`config.mk`:
```
export PLATFORM = sky130hd
export DESIGN_NAME = checksum_verify_flat
export DESIGN_NICKNAME = d
export VERILOG_FILES = /design/src/rtl/checksum_pkg.sv /design/src/rtl/checksum_verify_if.sv /design/src/rtl/checksum_verify_sat_counter.sv /design/src/rtl/checksum_verify.sv /design/src/flat_wrapper.sv
export SDC_FILE = /design/constraint.sdc
export NUM_CORES = 1
export LEC_CHECK = 0
export CORE_MARGIN = 2
export CORE_UTILIZATION = 48
export DETAILED_ROUTE_END_ITERATION = 7
export GPL_TIMING_DRIVEN = 0
export PLACE_DENSITY = 0.74
export SYNTH_ARGS = -nofsm -noshare
export SYNTH_HDL_FRONTEND = slang
export SYNTH_HIERARCHICAL = 1
export SYNTH_SLANG_ARGS = --single-unit
```
`constraint.sdc`:
```
create_clock -name clk -period 6.5 [get_ports clk]
set_clock_uncertainty 0.2 [all_clocks]
set_input_delay 1.3 -clock clk [delete_from_list [all_inputs] [get_ports clk]]
set_output_delay 1.3 -clock clk [all_outputs]
set_load 0.03 [all_outputs]
```
`src/rtl/checksum_pkg.sv`:
```
// Shared definitions for the one's-complement frame checksum generator and checker.
// Holds the FSM state type, frame geometry and the end-around-carry adder.
package checksum_pkg;

  typedef enum logic [1:0] {
    COLLECT,
    DISCARD,
    HOLD
  } state_t;

  localparam int          FRAME_BYTES = 5;
  localparam logic [7:0]  CSUM_GOOD   = 8'hFF;
  localparam logic [2:0]  LAST_IDX    = 3'(FRAME_BYTES - 1);

  // One's-complement add: fold the carry out of bit 7 back into bit 0.
  // The fold cannot carry again because t[7:0] is at most 8'hFE when t[8] is set.
  function automatic logic [7:0] csum_add8(input logic [7:0] acc, input logic [7:0] b);
    logic [8:0] t;
    t = {1'b0, acc} + {1'b0, b};
    return t[7:0] + {7'b0, t[8]};
  endfunction

endpackage

```
`src/rtl/checksum_verify_if.sv`:
```
// Byte-stream input and result output of the checksum checker, both valid/ready.
// slave is the checker's view, master is the link/consumer side.
interface checksum_verify_if;

  logic        in_valid;
  logic        in_ready;
  logic [7:0]  in_byte;
  logic        in_last;

  logic        out_valid;
  logic        out_ready;
  logic [31:0] out_data;
  logic        out_ok;
  logic        out_len_err;

  modport slave (
    input  in_valid, in_byte, in_last, out_ready,
    output in_ready, out_valid, out_data, out_ok, out_len_err
  );

  modport master (
    output in_valid, in_byte, in_last, out_ready,
    input  in_ready, out_valid, out_data, out_ok, out_len_err
  );

endinterface

```
`src/rtl/checksum_verify_sat_counter.sv`:
```
// Event counter that increments on inc and then sticks at all-ones.
module sat_counter #(
  parameter int WIDTH = 16
) (
  input  logic             clk,
  input  logic             rst_n,
  input  logic             inc,
  output logic [WIDTH-1:0] count
);

  always_ff @(posedge clk or negedge rst_n) begin
    if (!rst_n) begin
      count <= '0;
    end else if (inc && (count != '1)) begin
      count <= count + WIDTH'(1);
    end
  end

endmodule

```
`src/rtl/checksum_verify.sv`:
```
// Receive-side checker: reassembles four data bytes, verifies the one's-complement
// checksum byte and hands one result word per frame to the consumer.
module checksum_verify
  import checksum_pkg::*;
#(
  parameter int CNT_W = 16
) (
  input  logic             clk,
  input  logic             rst_n,
  checksum_verify_if.slave bus,
  output logic [CNT_W-1:0] cnt_good,
  output logic [CNT_W-1:0] cnt_bad
);

  state_t      state;
  logic [2:0]  idx;
  logic [7:0]  acc;
  logic [31:0] data_q;
  logic        ok_q;
  logic        len_err_q;
  logic        valid_q;

  logic        in_ready;
  logic        byte_fire;
  logic [7:0]  sum_next;
  logic        enter_hold;
  logic        frame_ok;

  assign in_ready = (state != HOLD);

  // NOTE: every always_comb output gets a default first so no path leaves it unassigned (no latch).
  always_comb begin
    byte_fire  = 1'b0;
    sum_next   = 8'h00;
    enter_hold = 1'b0;
    frame_ok   = 1'b0;

    byte_fire  = bus.in_valid && in_ready;
    sum_next   = csum_add8(acc, bus.in_byte);
    enter_hold = byte_fire && bus.in_last;
    // Only a correctly sized frame ending in COLLECT can be good; DISCARD always ends bad.
    frame_ok   = (state == COLLECT) && (idx == LAST_IDX) && (sum_next == CSUM_GOOD);
  end

  // NOTE: sequential state uses non-blocking assignments so every register samples pre-edge values.
  always_ff @(posedge clk or negedge rst_n) begin
    if (!rst_n) begin
      state     <= COLLECT;
      idx       <= 3'd0;
      acc       <= 8'h00;
      data_q    <= 32'h0;
      ok_q      <= 1'b0;
      len_err_q <= 1'b0;
      valid_q   <= 1'b0;
    end else begin
      case (state)
        COLLECT: begin
          if (byte_fire) begin
            acc <= sum_next;
            if (idx != LAST_IDX) begin
              data_q[{idx[1:0], 3'b000} +: 8] <= bus.in_byte;
            end
            if (idx == LAST_IDX) begin
              if (bus.in_last) begin
                ok_q      <= frame_ok;
                len_err_q <= 1'b0;
                valid_q   <= 1'b1;
                state     <= HOLD;
              end else begin
                // Too long: latch the error now, swallow bytes until in_last.
                ok_q      <= 1'b0;
                len_err_q <= 1'b1;
                state     <= DISCARD;
              end
            end else if (bus.in_last) begin
              ok_q      <= 1'b0;
              len_err_q <= 1'b1;
              valid_q   <= 1'b1;
              state     <= HOLD;
            end else begin
              idx <= idx + 3'd1;
            end
          end
        end

        DISCARD: begin
          if (enter_hold) begin
            valid_q <= 1'b1;
            state   <= HOLD;
          end
        end

        HOLD: begin
          if (bus.out_ready) begin
            valid_q <= 1'b0;
            idx     <= 3'd0;
            acc     <= 8'h00;
            data_q  <= 32'h0;
            state   <= COLLECT;
          end
        end

        default: state <= COLLECT;
      endcase
    end
  end

  assign bus.in_ready    = in_ready;
  assign bus.out_valid   = valid_q;
  assign bus.out_data    = data_q;
  assign bus.out_ok      = ok_q;
  assign bus.out_len_err = len_err_q;

  // Counters step on the same edge that enters HOLD, once per frame.
  sat_counter #(.WIDTH(CNT_W)) u_cnt_good (
    .clk   (clk),
    .rst_n (rst_n),
    .inc   (enter_hold && frame_ok),
    .count (cnt_good)
  );

  sat_counter #(.WIDTH(CNT_W)) u_cnt_bad (
    .clk   (clk),
    .rst_n (rst_n),
    .inc   (enter_hold && !frame_ok),
    .count (cnt_bad)
  );

endmodule
```
`src/flat_wrapper.sv`:
```
// flat-port wrapper written by rule: the top's interface ports become plain ports
module checksum_verify_flat import checksum_pkg::*;
#(
  parameter int CNT_W = 16
)
  (clk, rst_n, cnt_good, cnt_bad, bus_in_valid, bus_in_byte, bus_in_last, bus_out_ready, bus_in_ready, bus_out_valid, bus_out_data, bus_out_ok, bus_out_len_err);
  checksum_verify_if bus_i ();
  input  logic clk;
  input  logic rst_n;
  output logic [CNT_W-1:0] cnt_good;
  output logic [CNT_W-1:0] cnt_bad;
  input wire logic [$bits(bus_i.in_valid)-1:0] bus_in_valid;
  input wire logic [$bits(bus_i.in_byte)-1:0] bus_in_byte;
  input wire logic [$bits(bus_i.in_last)-1:0] bus_in_last;
  input wire logic [$bits(bus_i.out_ready)-1:0] bus_out_ready;
  output wire logic [$bits(bus_i.in_ready)-1:0] bus_in_ready;
  output wire logic [$bits(bus_i.out_valid)-1:0] bus_out_valid;
  output wire logic [$bits(bus_i.out_data)-1:0] bus_out_data;
  output wire logic [$bits(bus_i.out_ok)-1:0] bus_out_ok;
  output wire logic [$bits(bus_i.out_len_err)-1:0] bus_out_len_err;
  assign bus_i.in_valid = bus_in_valid;
  assign bus_i.in_byte = bus_in_byte;
  assign bus_i.in_last = bus_in_last;
  assign bus_i.out_ready = bus_out_ready;
  assign bus_in_ready = bus_i.in_ready;
  assign bus_out_valid = bus_i.out_valid;
  assign bus_out_data = bus_i.out_data;
  assign bus_out_ok = bus_i.out_ok;
  assign bus_out_len_err = bus_i.out_len_err;
  checksum_verify #(.CNT_W(CNT_W)) u_core (.clk(clk), .rst_n(rst_n), .bus(bus_i), .cnt_good(cnt_good), .cnt_bad(cnt_bad));
endmodule
```
* Word level (Yosys, flattened, before mapping)
Cells that the tools add are included.
Storage, ports and cells: output and inout bits 68, register bits 80, logic and storage cells 82, input bits 13
Operators by class: $add $sub $neg 6, mux-type cells 30, equality and inequality tests 16, reductions and logical operators 19, shift operators 2
Operators by type and width (count):
- two-way mux 32 bit | 3
- case mux 32 bit (2 select lines) | 1
- adder 16 x 1 -> 16 bit, second input constant | 2
- bitwise mux 32 bit | 1
- inequality test 16 bit, second input constant | 2
- variable shift 8 x 7 -> 32 bit, first input constant | 1
- indexed part select 8 x 7 -> 32 bit | 1
- two-way mux 8 bit | 2
- case mux 8 bit (2 select lines) | 1
- two-way mux 2 bit | 6
- two-way mux 3 bit | 4
- inequality test 2 bit, second input constant | 6
- AND reduction 5 bit | 2
- adder 8 x 8 -> 9 bit | 1
- two-way mux 1 bit | 9
- adder 8 x 1 -> 8 bit | 1
- equality test 8 bit, second input constant | 1
- logical AND 1 bit | 8
- AND reduction 4 bit | 2
- negator 5 -> 7 bit | 1
- inequality test 3 bit, second input constant | 2
- case mux 2 bit (3 select lines) | 1
- case mux 3 bit (2 select lines) | 1
- AND reduction 3 bit | 2
- 10 further kinds | 12

* Logic depth before layout (Yosys ltp)
Gate-level depths: netlist (run 1).
depth in word-level cells 7, mapped depth 19, depth with buffers taken out 19

* Modules after synthesis
Netlist (run 1), hierarchy kept.
Modules (own cells, without submodules):
- checksum_verify | area each 2638.8 µm², times used 1, cells each 289
- sat_counter | area each 859.6 µm², times used 2, cells each 72

* Worst setup path after synthesis (run 1)
Ideal clock, no wire load.
kind input port to flip-flop, from input port bus_in_byte[0], to register u_core.u_cnt_good.count[5], data arrival time 4.938 ns, library setup time 0.119 ns, stages on the path 19, path slack 1.243 ns, buffers on the path 0, cells stage by stage ha_1 > fa_1 > a211oi_2 > o21bai_1 > a21oi_2 > nor2b_1 > o21ai_0 > nand2b_1 > ha_1 > ha_1 > xnor2_1 > nor4_2 > nand2_1 > or3_4 > nor2_1 > and3_1 > and4_2 > o211ai_1 > o21a_1
On the way: cells in the longest elaborated chain, start to end 6
Ends and longest elaborated chain:
- from (decl) | line flat_wrapper.sv:13 | input wire logic [$bits(bus_i.in_byte)-1:0] bus_in_byte;
- adder 8 x 8 -> 9 bit | line checksum_pkg.sv:19 | t = {1'b0, acc} + {1'b0, b};
- adder 8 x 1 -> 8 bit | line checksum_pkg.sv:20 | return t[7:0] + {7'b0, t[8]};
- equality test 8 bit | line checksum_verify.sv:42 | frame_ok = (state == COLLECT) && (idx == LAST_IDX) && (sum_next == CSUM_GOOD);
- logical AND 1 bit | line checksum_verify.sv:42
- logical AND 1 bit | line checksum_verify.sv:118 | .inc (enter_hold && frame_ok),
- logical AND 1 bit | line checksum_verify_sat_counter.sv:14 | end else if (inc && (count != '1)) begin
- to (signal assigned) | line checksum_verify_sat_counter.sv:15 | count <= count + WIDTH'(1);
- to (decl) | line checksum_verify_sat_counter.sv:8 | output logic [WIDTH-1:0] count
Every way passes these cells. A chain may end at the register's enable or synchronous reset.

* Worst setup path in the final report (run 1)
from input port bus_in_byte[0], to register u_core.u_cnt_good.count[10]
Same word-level chain as after synthesis.

==> impl_metrics.env, run 1 <==
export IMPL_synth_top_family_by_area="simple AND/OR/NAND/NOR gates"
export IMPL_synthTopCellsByCount="dfrtp_1, nand2_1, o21ai_0, nand3_1, nand4_1"
export IMPL_firstDrtPassIters=4
export IMPL_grt_pass1_wl_um=16900
export IMPL_netlist_instances=433
export IMPL_yosys_top_cells_area="dfrtp_1, nand2_1, o21ai_0"
export IMPL_grt_ovfl_total=0
export IMPL_fin_nets=555
export IMPL_grt_pass1_vias=3455
export IMPL_rows=34
export IMPL_drt_initial_drc_count=141
export IMPL_yosysMostFrequentCell="dfrtp_1"
export IMPL_cp_max_fo=5
export IMPL_start_kind="input port"
export IMPL_fin_tns_setup_ps=0
export IMPL_switching_power_uw=738
export IMPL_core_area_um2=8760
export IMPL_die_w_um=99.3
export IMPL_port_buffers=79
export IMPL_hold_viol_final=0
export IMPL_numCtsBuffers=9
export IMPL_worst_hold_path_type="reg2reg"
export IMPL_drc=0
export IMPL_multiInputGateArea_um2=2250
export IMPL_slew_viol_final=0
export IMPL_cts_tree="done"
export IMPL_grt_max_degree=42
export IMPL_rsz0062_at_grt="no"
export IMPL_synth_async_reset_ratio=1.00
export IMPL_internal_power_mw=1.12
export IMPL_yosysTopAreaCell="dfrtp_1"
export IMPL_area_delta_synth_final_pct=27.2
export IMPL_postCtsHoldBufs=0
export IMPL_crit_type="in2reg"
export IMPL_routedWlPerCell_um=15.8
export IMPL_syn_num_nets=463
export IMPL_p_sw_frac=0.397
export IMPL_synth_edff_count=0
export IMPL_cp_end_kind="flop"
export IMPL_regArea_um2=2000
export IMPL_clk_pin_slew_ps=80
export IMPL_synth_compound_area_frac=0.162
export IMPL_vias=3597
export IMPL_n_antenna_cell=0
export IMPL_holdWs_ps=281
export IMPL_dieArea_um2=9860
export IMPL_synthDistinctLibCells=64
export IMPL_muxShareOfSynthArea=0.0146
export IMPL_synth_area_per_cell_um2=10.1
export IMPL_yosys_warnings=6
export IMPL_worstPathRequired_ps=6520
export IMPL_clock_root_buffer="clkbuf_8"
export IMPL_synthAdderAreaFrac=0.0505
export IMPL_antenna_found_initial=0
export IMPL_cts_buffer_depth=2
export IMPL_totalWireLength_um=10100
export IMPL_ios=81
export IMPL_powerDensity_nw_per_um2=335
export IMPL_reg2reg_slack_ps=1540
export IMPL_dp_hpwl_um=7320
export IMPL_synth_simple_area_share=0.241
export IMPL_p_comb_frac=0.425
export IMPL_synth_top_area_share=0.459
export IMPL_maxCapViolCount=0
export IMPL_ys_seq_elements=80
export IMPL_cts_sinks=80
export IMPL_antenna_left=0
export IMPL_fmax_ghz=0.161
export IMPL_ys_flop_type="dfrtp_1"
export IMPL_p_seq_frac=0.351
export IMPL_grt_use_total=0.210
export IMPL_vias_per_cell=5.64
export IMPL_start_util=0.497
export IMPL_finalCritPeriodShare=0.956
export IMPL_fillers=749
export IMPL_gp_congestion=0.841
export IMPL_slew_headroom=0.452
export IMPL_pwr_share_clk=0.223
export IMPL_final_min_clock_period_ps=6210
export IMPL_htreeDepth=3
export IMPL_synthXorXnorAreaFrac=0.0479
export IMPL_syn_area_um2=4360
export IMPL_seq_area_frac_synth=0.459
export IMPL_status="finished, final reports clean"
export IMPL_cts_resized=0
export IMPL_setup_viol=0
export IMPL_tightest_slew_ps=816
export IMPL_vdd_drop_max_uv=175
export IMPL_worstSkewPairLatency_ps=350
export IMPL_drive_gt1_frac=0.113
export IMPL_worstPathArrival_ps=6240
export IMPL_die_h_um=99.3
export IMPL_p_leak_nw=2.33
export IMPL_post_cts_setup_buffer_count=0
==> sequential cells by signal, summed over array words and instances (netlist names) <==
signal,cells
u_core/bus.out_ok,1
u_core/u_cnt_good/count,16
u_core/acc,8
u_core/bus.out_valid,1
u_core/bus.out_data,32
u_core/state,2
u_core/u_cnt_bad/count,16
u_core/idx,3
u_core/bus.out_len_err,1
==> routing by layer <==
metal	up-vias	track usage	routed length [µm]	part of all wire
met1	1748	0.300	4800	0.48
met5	-	0	0	0
met2	84	0.332	4680	0.46
met4	0	0.0664	106	0.011
li1	1753	-	-	-
met3	12	0.0309	472	0.047
==> worst max-delay path: stages <==
cell and delay [ps]:
clkdlybuf4s50_1 570, ha_1 330, fa_1 450, a211oi_2 340, o21bai_1 150, a21oi_2 210
nor2b_1 70, o21ai_0 140, nand2b_1 100, ha_1 220, ha_1 200, xnor2_1 160
nor4_2 270, nand2_1 100, or3_4 350, nor2_1 420, nand2_1 270, nor3_2 250
nand4_1 160, xnor2_1 150
==> logic make-up after synthesis <==
logic type,Yosys count
AOI/OAI and AO/OA,109
xor gates and xnor gates,23
adders and majority gates,17
buffers and inverters,24
DFF,80
muxes,6
and+or+nand+nor,174
==> path summary, 6_finish.rpt <==
| kind | cells after the start | start | endpoint |
|---|---|---|---|
| max in group asynchronous | 2 | rst_n | u_core/acc[3]$_DFFE_PN0P_ |
| max | 20 | bus_in_byte[0] | u_core/u_cnt_good/count[10]$_DFFE_PN0P_ |
| min in group asynchronous | 1 | rst_n | u_core/bus.out_data[22]$_DFFE_PN0P_ |
| min | 2 | u_core/bus.out_data[31]$_DFFE_PN0P_ | u_core/bus.out_data[31]$_DFFE_PN0P_ |
| min reg2reg | 2 | u_core/bus.out_data[31]$_DFFE_PN0P_ | u_core/bus.out_data[31]$_DFFE_PN0P_ |
| max reg2reg | 19 | u_core/acc[0]$_DFFE_PN0P_ | u_core/u_cnt_good/count[10]$_DFFE_PN0P_ |
==> through the flow <==
step	cell area [µm²]	worst slack [ps]	cells	utilization	power, mW
2_1_floorplan	4360	1240	433	-	1.20
3_3_place_gp	5280	84.6	620	0.603	1.41
3_5_place_dp	5300	5.18	621	0.605	1.44
4_1_cts	5530	328	637	0.631	1.86
5_1_grt	5540	8.40	638	0.632	1.98
6_report	5540	289	638	0.632	1.86
==> cell type report <==
cell class                      instances  share of cell area
Clock buffer                           10              0.0248
Timing Repair Buffer                   81               0.147
Inverter                               16              0.0108
Clock inverter                          6              0.0165
Buffer                                  8             0.00858
Sequential cell                        80               0.361
Tap cell                              108              0.0244
Multi-Input combinational cell        329               0.407
==> layout by cell type (no fill, tap or decap), types with 6 or more instances in the layout <==
master	instances
nand4_1	18
o21ai_0	52
xor2_1	8
xnor2_1	14
nand2_1	73
inv_1	15
clkbuf_8	10
nor2_1	15
a21oi_1	12
nand3_1	22
a31oi_1	7
o21a_1	10
and3_1	6
ha_1	16
clkdlybuf4s50_1	78
dfrtp_1	80
==> power by group through the flow <==
stage / Clock, mW / Sequential (mW) / Combinational (mW)
2_1_floorplan: 0 / 0.736 / 0.464
3_3_place_gp: 0 / 0.658 / 0.754
6_report: 0.415 / 0.653 / 0.790
5_1_grt: 0.447 / 0.665 / 0.870
3_5_place_dp: 0 / 0.662 / 0.776
4_1_cts: 0.427 / 0.652 / 0.783
Note: power is estimated with default switching activity, not from simulation.
==> inputs of run 2 (changes only) <==
--- a/config.mk
+++ b/config.mk
@@ -5,7 +5,8 @@
 export SDC_FILE = /design/constraint.sdc
 export NUM_CORES = 1
 export LEC_CHECK = 0
-export CORE_MARGIN = 2
+export ABC_AREA = 0
+export CORE_MARGIN = 4
 export CORE_UTILIZATION = 48
 export DETAILED_ROUTE_END_ITERATION = 7
 export GPL_TIMING_DRIVEN = 0
==> run 2 against run 1 <==
  * First-iteration DRC count rose by 2.1%
  * Combinational power is essentially flat
  * Critical endpoint is now u_core/u_cnt_good/count[5]$_DFFE_PN0P_
  * Final cell count shrank 0.16%
  * Fmax rose by 1.3%
  * Sequential power hardly changed
  * Cell area about the same
  * Critical path depth is the same
  * Die area up 8.2%
==> impl_metrics.env, run 2 (synthesis results as in run 1) <==
export IMPL_antenna_left=0
export IMPL_dr_wl_met3_um=405
export IMPL_slew_viol_final=0
export IMPL_cp_end_kind="flop"
export IMPL_grt_max_degree=42
export IMPL_setup_viol=0
export IMPL_die_h_um=103
export IMPL_cts_buffer_depth=2
export IMPL_numCtsBuffers=9
export IMPL_cp_max_fo=5
export IMPL_post_cts_setup_buffer_count=0
export IMPL_grt_pass1_wl_um=17100
export IMPL_holdWs_ps=284
export IMPL_cts_sinks=80
export IMPL_gp_congestion=0.835
export IMPL_placed_area_um2=5300
export IMPL_clock_root_buffer="clkbuf_8"
export IMPL_vdd_drop_max_uv=157
export IMPL_layout_common_cells="dfrtp_1, clkdlybuf4s50_1, nand2_1"
export IMPL_final_min_clock_period_ps=6130
export IMPL_worst_hold_path_type="reg2reg"
export IMPL_post_route_cell_area_um2=5540
export IMPL_worstSkewPairLatency_ps=340
export IMPL_rsz0062_at_grt="no"
export IMPL_area_delta_synth_final_pct=27.1
export IMPL_rows=34
export IMPL_status="finished, final reports clean"
export IMPL_routedWlPerCell_um=16.0
export IMPL_fin_tns_setup_ps=0
export IMPL_wl_met1_um=4840
export IMPL_drc=0
export IMPL_n_antenna_cell=0
export IMPL_cts_tree="done"
export IMPL_dp_hpwl_um=7590
export IMPL_dieArea_um2=10700
export IMPL_drive_gt1_frac=0.110
export IMPL_crit_type="in2reg"
export IMPL_cts_resized=0
export IMPL_dr_max_layer_used="met4"
export IMPL_worstPathArrival_ps=6170
export IMPL_totalWireLength_um=10200
export IMPL_maxCapViolCount=0
export IMPL_drt_initial_drc_count=144
export IMPL_vias=3622
export IMPL_firstDrtPassIters=5
export IMPL_grt_use_total=0.203
export IMPL_ios=81
export IMPL_core_area_um2=8760
export IMPL_vias_per_cell=5.69
export IMPL_reg2reg_slack_ps=1590
export IMPL_grt_ovfl_total=0
export IMPL_route_met2_wl_um=4870
export IMPL_clk_pin_slew_ps=80
export IMPL_die_w_um=103
export IMPL_layout_commonest_cell="dfrtp_1"
export IMPL_utilization=0.632
export IMPL_powerDensity_nw_per_um2=335
export IMPL_htreeDepth=3
export IMPL_largest_reg_flops=32
export IMPL_worstPathRequired_ps=6540
export IMPL_tightest_slew_ps=1210
export IMPL_grt_pass1_vias=3510
export IMPL_slew_headroom=0.184
export IMPL_port_buffers=79
export IMPL_hold_viol_final=0
export IMPL_fmax_ghz=0.163
export IMPL_start_util=0.497
export IMPL_antenna_found_initial=0
export IMPL_p_leak_nw=2.32
export IMPL_postCtsHoldBufs=0
export IMPL_finalCritPeriodShare=0.943
export IMPL_fin_nets=554
export IMPL_start_kind="input port"
## run 2: area by class of cell
class                      instances  area (µm²)
timing repair buffer              80         808
inverter                          16        60.1
sequential                        80        2000
buffer                             8        47.5
fill                             750        3220
clock buffer                      12         155
clock inverter                     4        76.3
multi-input combinational        329        2250
tap                              108         135
## run 2: path summary, 6_finish.rpt
kind | start | endpoint | cells past startpoint
worst max-delay path | bus_in_byte[0] | u_core/u_cnt_good/count[5]$_DFFE_PN0P_ | 20
worst min-delay path | u_core/bus.out_data[26]$_DFFE_PN0P_ | u_core/bus.out_data[26]$_DFFE_PN0P_ | 2
worst max register to register | u_core/acc[0]$_DFFE_PN0P_ | u_core/u_cnt_good/count[5]$_DFFE_PN0P_ | 19
worst min register to register | u_core/bus.out_data[26]$_DFFE_PN0P_ | u_core/bus.out_data[26]$_DFFE_PN0P_ | 2
max in group asynchronous | rst_n | u_core/acc[3]$_DFFE_PN0P_ | 2
min in group asynchronous | rst_n | u_core/bus.out_data[22]$_DFFE_PN0P_ | 1
## run 2: critical path: stages
cell	delay, ps
clkdlybuf4s50_1	560
ha_1	320
fa_1	440
a211oi_2	310
o21bai_1	130
a21oi_2	220
nor2b_1	60
o21ai_0	160
nand2b_1	110
ha_1	220
ha_1	200
xnor2_1	170
nor4_2	280
nand2_1	100
or3_4	340
nor2_1	400
and3_1	350
and4_2	290
o211ai_1	100
o21a_1	110
## run 2: report_power, final
group	total, mW	internal [mW]	switching [mW]	leakage, nW
Sequential	0.652	0.576	0.0760	1.08
Clock	0.417	0.238	0.179	0.113
Combinational	0.788	0.313	0.475	1.13
Total	1.86	1.13	0.730	2.32
## run 2: layer usage
metal  vias up  global-route usage
met5         -                   0
met4         0              0.0568
met3         8              0.0302
met2        84               0.329
met1      1776               0.285
li1       1754                   -
## run 2: metrics by stage
step,std cells,power (mW),setup slack (ps)
finish,637,1.86,369
global route,637,1.98,55.7
CTS,637,1.87,354
detailed placement,621,1.44,20.2
global placement,620,1.41,90.4
floorplan,433,1.20,1240
==> inputs of run 3 (changes only) <==
--- a/config.mk
+++ b/config.mk
@@ -5,7 +5,6 @@
 export SDC_FILE = /design/constraint.sdc
 export NUM_CORES = 1
 export LEC_CHECK = 0
-export ABC_AREA = 0
 export CORE_MARGIN = 4
 export CORE_UTILIZATION = 48
 export DETAILED_ROUTE_END_ITERATION = 7
==> results of run 3 <==
No change in the layout: final DEF, timing and power equal those of run 2.
